$ cat config.mk
export PLATFORM = sky130hd
export DESIGN_NAME = snitch_icache_event_cnt
export DESIGN_NICKNAME = d
export VERILOG_FILES = /design/src/rtl/snitch_icache_pkg.sv /design/src/rtl/snitch_icache_event_ctr.sv /design/src/rtl/snitch_icache_event_cnt.sv
export SDC_FILE = /design/constraint.sdc
export NUM_CORES = 2
export LEC_CHECK = 0
export ABC_AREA = 1
export BUFFER_PORTS_ARGS = -buffer_cell sky130_fd_sc_hd__buf_2
export CORE_MARGIN = 2
export CORE_UTILIZATION = 40
export DETAILED_ROUTE_END_ITERATION = 7
export SKIP_LAST_GASP = 1
export SYNTH_ARGS = -nofsm -noshare
export SYNTH_HDL_FRONTEND = slang
export SYNTH_SLANG_ARGS = --single-unit
$ cat constraint.sdc
create_clock -name clk_i -period 4.7 [get_ports clk_i]
set_clock_uncertainty 0.2 [all_clocks]
set_input_delay 0.47 -clock clk_i [delete_from_list [all_inputs] [get_ports clk_i]]
set_output_delay 0.47 -clock clk_i [all_outputs]
set_load 0.03 [all_outputs]
$ cat src/rtl/snitch_icache_pkg.sv
// Instruction-cache shared types: L0/L1 event pulse bundles and event counts.
package snitch_icache_pkg;

  localparam int unsigned NrL0Events = 5;
  localparam int unsigned NrL1Events = 6;

  typedef struct packed {
    logic l0_miss;
    logic l0_hit;
    logic l0_prefetch;
    logic l0_double_hit;
    logic l0_stall;
  } icache_l0_events_t;

  typedef struct packed {
    logic l1_miss;
    logic l1_hit;
    logic l1_stall;
    logic l1_handler_stall;
    logic l1_tag_parity_error;
    logic l1_data_parity_error;
  } icache_l1_events_t;

endpackage

$ cat src/rtl/snitch_icache_event_ctr.sv
// Single event counter with selectable saturate/wrap behaviour and a sticky overflow flag.
module snitch_icache_event_ctr #(
  parameter int unsigned CntWidth = 32,
  parameter bit          Saturate = 1'b1
) (
  input  logic                clk_i,
  input  logic                rst_ni,
  input  logic                clear_i,
  input  logic                inc_i,
  output logic [CntWidth-1:0] cnt_o,
  output logic                ovf_o
);

  logic [CntWidth-1:0] cnt_q;
  logic                ovf_q;

  always_ff @(posedge clk_i or negedge rst_ni) begin
    if (!rst_ni) begin
      cnt_q <= '0;
      ovf_q <= 1'b0;
    end else if (clear_i) begin
      // clear wins over a coincident event
      cnt_q <= '0;
      ovf_q <= 1'b0;
    end else if (inc_i) begin
      if (cnt_q == '1) begin
        ovf_q <= 1'b1;
        cnt_q <= Saturate ? cnt_q : '0;
      end else begin
        cnt_q <= cnt_q + CntWidth'(1);
      end
    end
  end

  assign cnt_o = cnt_q;
  assign ovf_o = ovf_q;

endmodule

$ cat src/rtl/snitch_icache_event_cnt.sv
// Performance counter bank for L0/L1 icache events with shadow snapshot, overflow irq
// and a one-cycle-latency read port.
module snitch_icache_event_cnt
  import snitch_icache_pkg::*;
#(
  parameter int unsigned NrFetchPorts = 1,
  parameter int unsigned CntWidth     = 32,
  parameter bit          Saturate     = 1'b1,
  localparam int unsigned NrCnt       = NrL0Events * NrFetchPorts + NrL1Events,
  localparam int unsigned IdxWidth    = (NrCnt > 1) ? $clog2(NrCnt) : 1
) (
  input  logic                                 clk_i,
  input  logic                                 rst_ni,
  input  icache_l0_events_t [NrFetchPorts-1:0] l0_events_i,
  input  icache_l1_events_t                    l1_events_i,
  input  logic                                 enable_i,
  input  logic                                 clear_i,
  input  logic                                 snapshot_i,
  input  logic                                 rd_valid_i,
  input  logic [IdxWidth-1:0]                  rd_idx_i,
  input  logic                                 rd_shadow_i,
  output logic                                 rd_ready_o,
  output logic                                 rd_rvalid_o,
  output logic [CntWidth-1:0]                  rd_data_o,
  output logic                                 rd_err_o,
  output logic [NrCnt-1:0]                     ovf_o,
  output logic                                 irq_o
);

  localparam int unsigned L1Base = NrL0Events * NrFetchPorts;

  logic [NrCnt-1:0]               evt;
  logic [NrCnt-1:0][CntWidth-1:0] live;
  logic [NrCnt-1:0][CntWidth-1:0] shadow_q;
  logic [CntWidth-1:0]            rd_sel;
  logic                           rd_hit;
  logic                           irq_q, rvalid_q, err_q;
  logic [CntWidth-1:0]            data_q;

  for (genvar p = 0; p < NrFetchPorts; p++) begin : g_l0
    assign evt[p*NrL0Events + 0] = l0_events_i[p].l0_miss;
    assign evt[p*NrL0Events + 1] = l0_events_i[p].l0_hit;
    assign evt[p*NrL0Events + 2] = l0_events_i[p].l0_prefetch;
    assign evt[p*NrL0Events + 3] = l0_events_i[p].l0_double_hit;
    assign evt[p*NrL0Events + 4] = l0_events_i[p].l0_stall;
  end

  assign evt[L1Base + 0] = l1_events_i.l1_miss;
  assign evt[L1Base + 1] = l1_events_i.l1_hit;
  assign evt[L1Base + 2] = l1_events_i.l1_stall;
  assign evt[L1Base + 3] = l1_events_i.l1_handler_stall;
  assign evt[L1Base + 4] = l1_events_i.l1_tag_parity_error;
  assign evt[L1Base + 5] = l1_events_i.l1_data_parity_error;

  for (genvar i = 0; i < NrCnt; i++) begin : g_ctr
    snitch_icache_event_ctr #(
      .CntWidth (CntWidth),
      .Saturate (Saturate)
    ) i_ctr (
      .clk_i   (clk_i),
      .rst_ni  (rst_ni),
      .clear_i (clear_i),
      .inc_i   (enable_i & evt[i]),
      .cnt_o   (live[i]),
      .ovf_o   (ovf_o[i])
    );
  end

  // Snapshot samples the pre-edge live values, so a coincident clear/increment is excluded.
  always_ff @(posedge clk_i or negedge rst_ni) begin
    if (!rst_ni)         shadow_q <= '0;
    else if (snapshot_i) shadow_q <= live;
  end

  // Compare-based mux keeps out-of-range indices from ever addressing the arrays.
  always_comb begin
    rd_sel = '0;
    rd_hit = 1'b0;
    for (int unsigned i = 0; i < NrCnt; i++) begin
      if (rd_idx_i == IdxWidth'(i)) begin
        rd_hit = 1'b1;
        rd_sel = rd_shadow_i ? shadow_q[i] : live[i];
      end
    end
  end

  always_ff @(posedge clk_i or negedge rst_ni) begin
    if (!rst_ni) begin
      rvalid_q <= 1'b0;
      data_q   <= '0;
      err_q    <= 1'b0;
      irq_q    <= 1'b0;
    end else begin
      rvalid_q <= rd_valid_i;
      data_q   <= (rd_valid_i && rd_hit) ? rd_sel : '0;
      err_q    <= rd_valid_i & ~rd_hit;
      irq_q    <= |ovf_o;
    end
  end

  assign rd_ready_o  = 1'b1;
  assign rd_rvalid_o = rvalid_q;
  assign rd_data_o   = data_q;
  assign rd_err_o    = err_q;
  assign irq_o       = irq_q;

endmodule

Yosys cells after proc, flatten, opt, wreduce, memory -nomap -nowiden
Cells that the tools add are included.
Cells by class
  add/sub/neg operators: 11
  equal/unequal tests: 32
  mux-type cells: 100
  bitwise gates (word level): 13
  reduce and logical (&&, ||, !) cells: 47
Operators with widths (count)
  32-bit two-way mux: 56
  32-bit by 1-bit adder with 32-bit output, second input constant: 11
  32-bit equality test, second input constant: 11
  1-bit two-way mux: 44
  2-bit AND reduction: 22
  2-bit nonzero test: 22
  2-bit != test, second input constant: 11
  4-bit by 3-bit equality test with 1-bit output, second input constant: 4
  1-bit bitwise AND: 12
  4-bit equality test, second input constant: 3
  11-bit OR reduction: 1
  4-bit by 2-bit equality test with 1-bit output, second input constant: 2
  4-bit by 1-bit equality test with 1-bit output, second input constant: 1
  4-bit logical NOT: 1
  1-bit logical AND: 1
  1-bit NOT: 1
Word-level totals
  register bits after elaboration: 750
  output and inout bits: 47

Depth between registers and ports, before layout
  word-level depth: 14
  depth in mapped cells: 13
  mapped depth without buffers: 12

Hierarchy
Synthesis repeated with hierarchy kept, for this count alone.
Second synthesis, totals
  cell total of the unflattened synthesis: 6522
  area total of the unflattened synthesis: 45414.8 sq um
Modules (own cells, without submodules)
  snitch_icache_event_ctr: instances 11, cells each 345, area an instance 2274.7 sq um, seq. area each 825.8 sq um
  snitch_icache_event_cnt: instances 1, cells each 2727, area an instance 20393.3 sq um, seq. area each 9684.3 sq um

Least setup slack after synthesis
Ideal clock, no wire load.
  path type: reg2reg
  start: register g_ctr[10].i_ctr.cnt_q[0]
  end: register g_ctr[10].i_ctr.cnt_q[17]
  setup time: 0.126 ns
  arrival time: 1.776 ns
  path slack: 2.598 ns
  cell stages (with the launch flop): 12
  buffers on the path: 1
  clock period less this slack: 2.102 ns
  cell sequence: dfrtp_1 -> ha_1 -> nand3_2 -> nor2_4 -> nand4_1 -> nor3_2 -> nand2_1 -> nand2_1 -> inv_2 -> nor2_8 -> buf_2 -> o21ai_0
On the way
  word-level cells in the longest chain between the ends: 4
  elaborated cells on any way between the ends: 7
RTL lines
  from (decl): line snitch_icache_event_ctr.sv:14  | logic [CntWidth-1:0] cnt_q;
  from (signal assigned): line snitch_icache_event_ctr.sv:28  | cnt_q <= Saturate ? cnt_q : '0;
  from (signal assigned): line snitch_icache_event_ctr.sv:30  | cnt_q <= cnt_q + CntWidth'(1);
  32-bit by 1-bit adder with 32-bit output: line snitch_icache_event_ctr.sv:30
  32-bit two-way mux: line snitch_icache_event_ctr.sv:26  | if (cnt_q == '1) begin
  32-bit two-way mux: line snitch_icache_event_ctr.sv:25  | end else if (inc_i) begin
  32-bit two-way mux: line snitch_icache_event_ctr.sv:21  | end else if (clear_i) begin
Parallel ways exist; a longest one is shown, timed or not. The select of a mux whose other input is x is not followed.
A chain may end at the register's enable or synchronous reset.

Worst setup path in the final report
  start: register g_ctr[8].i_ctr.cnt_q[0]
  end: register g_ctr[8].i_ctr.cnt_q[31]
On the way
  word-level cells in the longest chain between the ends: 4
  elaborated cells on any way between the ends: 7
RTL lines (line)
  from (decl): snitch_icache_event_ctr.sv:14
  from (signal assigned): snitch_icache_event_ctr.sv:28
  from (signal assigned): snitch_icache_event_ctr.sv:30
  32-bit by 1-bit adder with 32-bit output: snitch_icache_event_ctr.sv:30
  32-bit two-way mux: snitch_icache_event_ctr.sv:26
  32-bit two-way mux: snitch_icache_event_ctr.sv:25
  32-bit two-way mux: snitch_icache_event_ctr.sv:21
Parallel ways exist; a longest one is shown, timed or not. The select of a mux whose other input is x is not followed.

==> results.cfg <==
[run_status]
status = completed

[timing]
setup_tns_ps = 0
period_minus_slack_ps = 3080
slew_headroom = 0.167
rsz0062_at_grt = no
setup_viol = 0
post-route-period-util = 0.654
finalHoldViolCount = 0
finalMaxSlewViolations = 0
clock.fmax_mhz = 325
worst_slew_pin_slew_ps = 1240
fin_ws_ps = 1620

[placement]
placed_cell_area_um2 = 44600
place_congestion = 0.946
dp_hpwl_mm = 113
io_buffer_count = 67
dpl_worst_slack_ps = 1430

[setup_path]
arrival_ps = 3430
r2r_cells = 10
end_kind = flip-flop
critPathMaxStageDelay_ps = 690
critPathKind = flip-flop to flip-flop
start_kind = flip-flop
critPathMaxFanout = 53
cp_cell_sequence = ha_1, nand2_1, nor2_1, nand2_1, nor2_1, nand3_1, nand2_2, inv_2, nand4_1, o21ai_0
cp.required_ps = 5050
critPathSlowestCell = nand2_2

[floorplan]
die_w_um = 333
die_y_um = 333
pin_count = 69
coreArea_um2 = 107000
initial_core_util = 0.404
rows = 120
die_area_um2 = 111000

[clock_network]
numClockSinks = 750
htreeDepth = 3
postCtsHoldBufs = 4
clockBufferDepth = 3
ctsResizeCount = 0
path_clk_slew_ps = 60
cts_setup_buffers = 0
cts_root_buf = clkbuf_16
cts_tree = built
cts_buffers = 87
clk_latency_ps = 690

[layout]
layout-drive-gt1-share = 0.0555
fill_cells = 11053
fin_nets = 5979
fin_util = 0.445
fin_area_um2 = 47700
synthToLayoutAreaGrowth_pct = 10.2

[synthesis]
yosys_warnings = 0
async_flop_share = 1.00
ys_top_cells_by_area = dfrtp_1 43%, nand2_1 15%, o21ai_0 6.9%
synth_cells = 6064
avgSynthCellArea_um2 = 7.13
ys_seq_area_frac = 0.434
synthesis.area_um2 = 43300
synth_cell_type_count = 42
ys.flop_type = dfrtp_1
synth.top_cells.by_count = 1,709 x nand2_1, 750 x dfrtp_1, 635 x nor2_1, 599 x o21ai_0, 524 x inv_1
yosysTopAreaCellShare = 0.434
yosys.area.top_type = dfrtp_1
synth.most_common_cell = nand2_1
syn-num-nets = 6097
synth-seq-cells = 750
synth_edf_count = 0

[grt]
grtUsageTotal = 0.276
grt_pass1_vias = 37337
grt_overflow = 0
grt_max_degree = 162
grt_pass1_wl_mm = 236
antenna_found_initial = 4

[pwr]
pwr_density_cell_nw_per_um2 = 322
pwr-share-clk = 0.480
p_leak_nw = 19.5
seqPwrFrac = 0.442
ir_worst_vdd_mv = 0.279
pwr-share-comb = 0.079
power.internal_w = 0.0113
p_switching_w = 0.00404
p_sw_frac = 0.263

[drt]
first_pass_iters = 8
viasPerCell = 5.53
drc = 0
dr_total_vias = 40996
ant_nets = 0
post_drt_wl_per_cell_um = 20.7
routed_wirelength_mm = 154
drt-initial-drc-count = 4217

[run]
max_cap_viol_count = 0

[min_path]
hold_class = input port to flip-flop
holdPathStages = 5
[flip-flops by register name (all words and copies together), names as in the netlist]
signal	flops
shadow_q	352
rd_rvalid_o	1
g_ctr.i_ctr.cnt_o	352
rd_err_o	1
irq_o	1
rd_data_o	32
g_ctr.i_ctr.ovf_o	11
[power by group through the flow]
stage                     combinational [W]  clock (W)  sequential [W]
after floorplan                    0.000708          0         0.00687
after global placement              0.00119          0         0.00689
after detailed placement            0.00120          0         0.00690
after CTS                           0.00121    0.00747         0.00678
after global routing                0.00134    0.00774         0.00680
final                               0.00121    0.00736         0.00679
[cell type report]
class	instances	area, um2	area share
Antenna cell	3	7.51	0.000157
Clock buffer	117	2460	0.0516
Clock inverter	39	597	0.0125
Inverter	533	2010	0.0422
Multi-Input combinational cell	4445	21000	0.441
Sequential cell	750	18800	0.394
Tap cell	1403	1760	0.0368
Timing Repair Buffer	129	1030	0.0216
[stage by stage]
| stage | instances | total power, W | hold WS, ps |
|---|---|---|---|
| 2_1_floorplan | 6064 | 0.00758 | -25.6 |
| 3_3_place_gp | 7256 | 0.00809 | 290 |
| 3_5_place_dp | 7256 | 0.00810 | 296 |
| 4_1_cts | 7416 | 0.0155 | 10.9 |
| 5_1_grt | 7416 | 0.0159 | 77.0 |
| 6_report | 7419 | 0.0154 | 37.3 |
[layout by cell type, fill, tap and decap left out, types with 14 or more instances in the layout]
master     count
o211ai_1     138
a31oi_1       15
inv_1        524
buf_4         44
o21ai_1       37
buf_2         63
nand4_1      183
nand2_1     1709
a21oi_1      310
nand3b_1      38
clkbuf_8      15
clkbuf_1      14
dfrtp_1      750
or2_2         25
xor2_1        91
xnor2_1       36
nand3_1      308
clkbuf_16     88
nor4_1        25
buf_12        15
o31ai_1       77
nor3_1       156
o21ai_0      599
nor2_1       627
[cells by family after synthesis]
| kind of cell | Yosys count | synth area share |
|---|---|---|
| adders and majority gates | 11 | 0.00318 |
| buffers and inverters | 869 | 0.0806 |
| DFF | 750 | 0.434 |
| muxes | 9 | 0.00234 |
| AOI/OAI and AO/OA | 1192 | 0.152 |
| other | 1 | 0.0000867 |
| and+or+nand+nor | 3105 | 0.302 |
| xor gates and xnor gates | 127 | 0.0257 |
[critical path: cells and delay by family (launching register included)]
kind | cells | cell delay, ps
compound gates | 1 | 90
flops | 1 | 470
buf+inv | 1 | 250
simple gates | 7 | 1650
fa+ha+maj | 1 | 260
[worst paths after layout]
path / start / endpoint / slack (ps)
worst max-delay path: g_ctr[8].i_ctr.cnt_o[0] / g_ctr[8].i_ctr.cnt_o[31] / 1620
worst min-delay path: l1_events_i[1] / g_ctr[9].i_ctr.ovf_o / 40
worst max register to register: g_ctr[8].i_ctr.cnt_o[0] / g_ctr[8].i_ctr.cnt_o[31] / 1620
worst min register to register: shadow_q[339] / shadow_q[339] / 310
max in group asynchronous: rst_ni / g_ctr[4].i_ctr.cnt_o[15] / 3030
min in group asynchronous: rst_ni / g_ctr[0].i_ctr.cnt_o[26] / 170
[routing by layer]
layer  wire length, um  global-route usage
met1             67900               0.388
met2             69800               0.436
met3              9290              0.0302
met4              6610               0.105
met5                13                   0
Power figures use the tool's default switching activity.
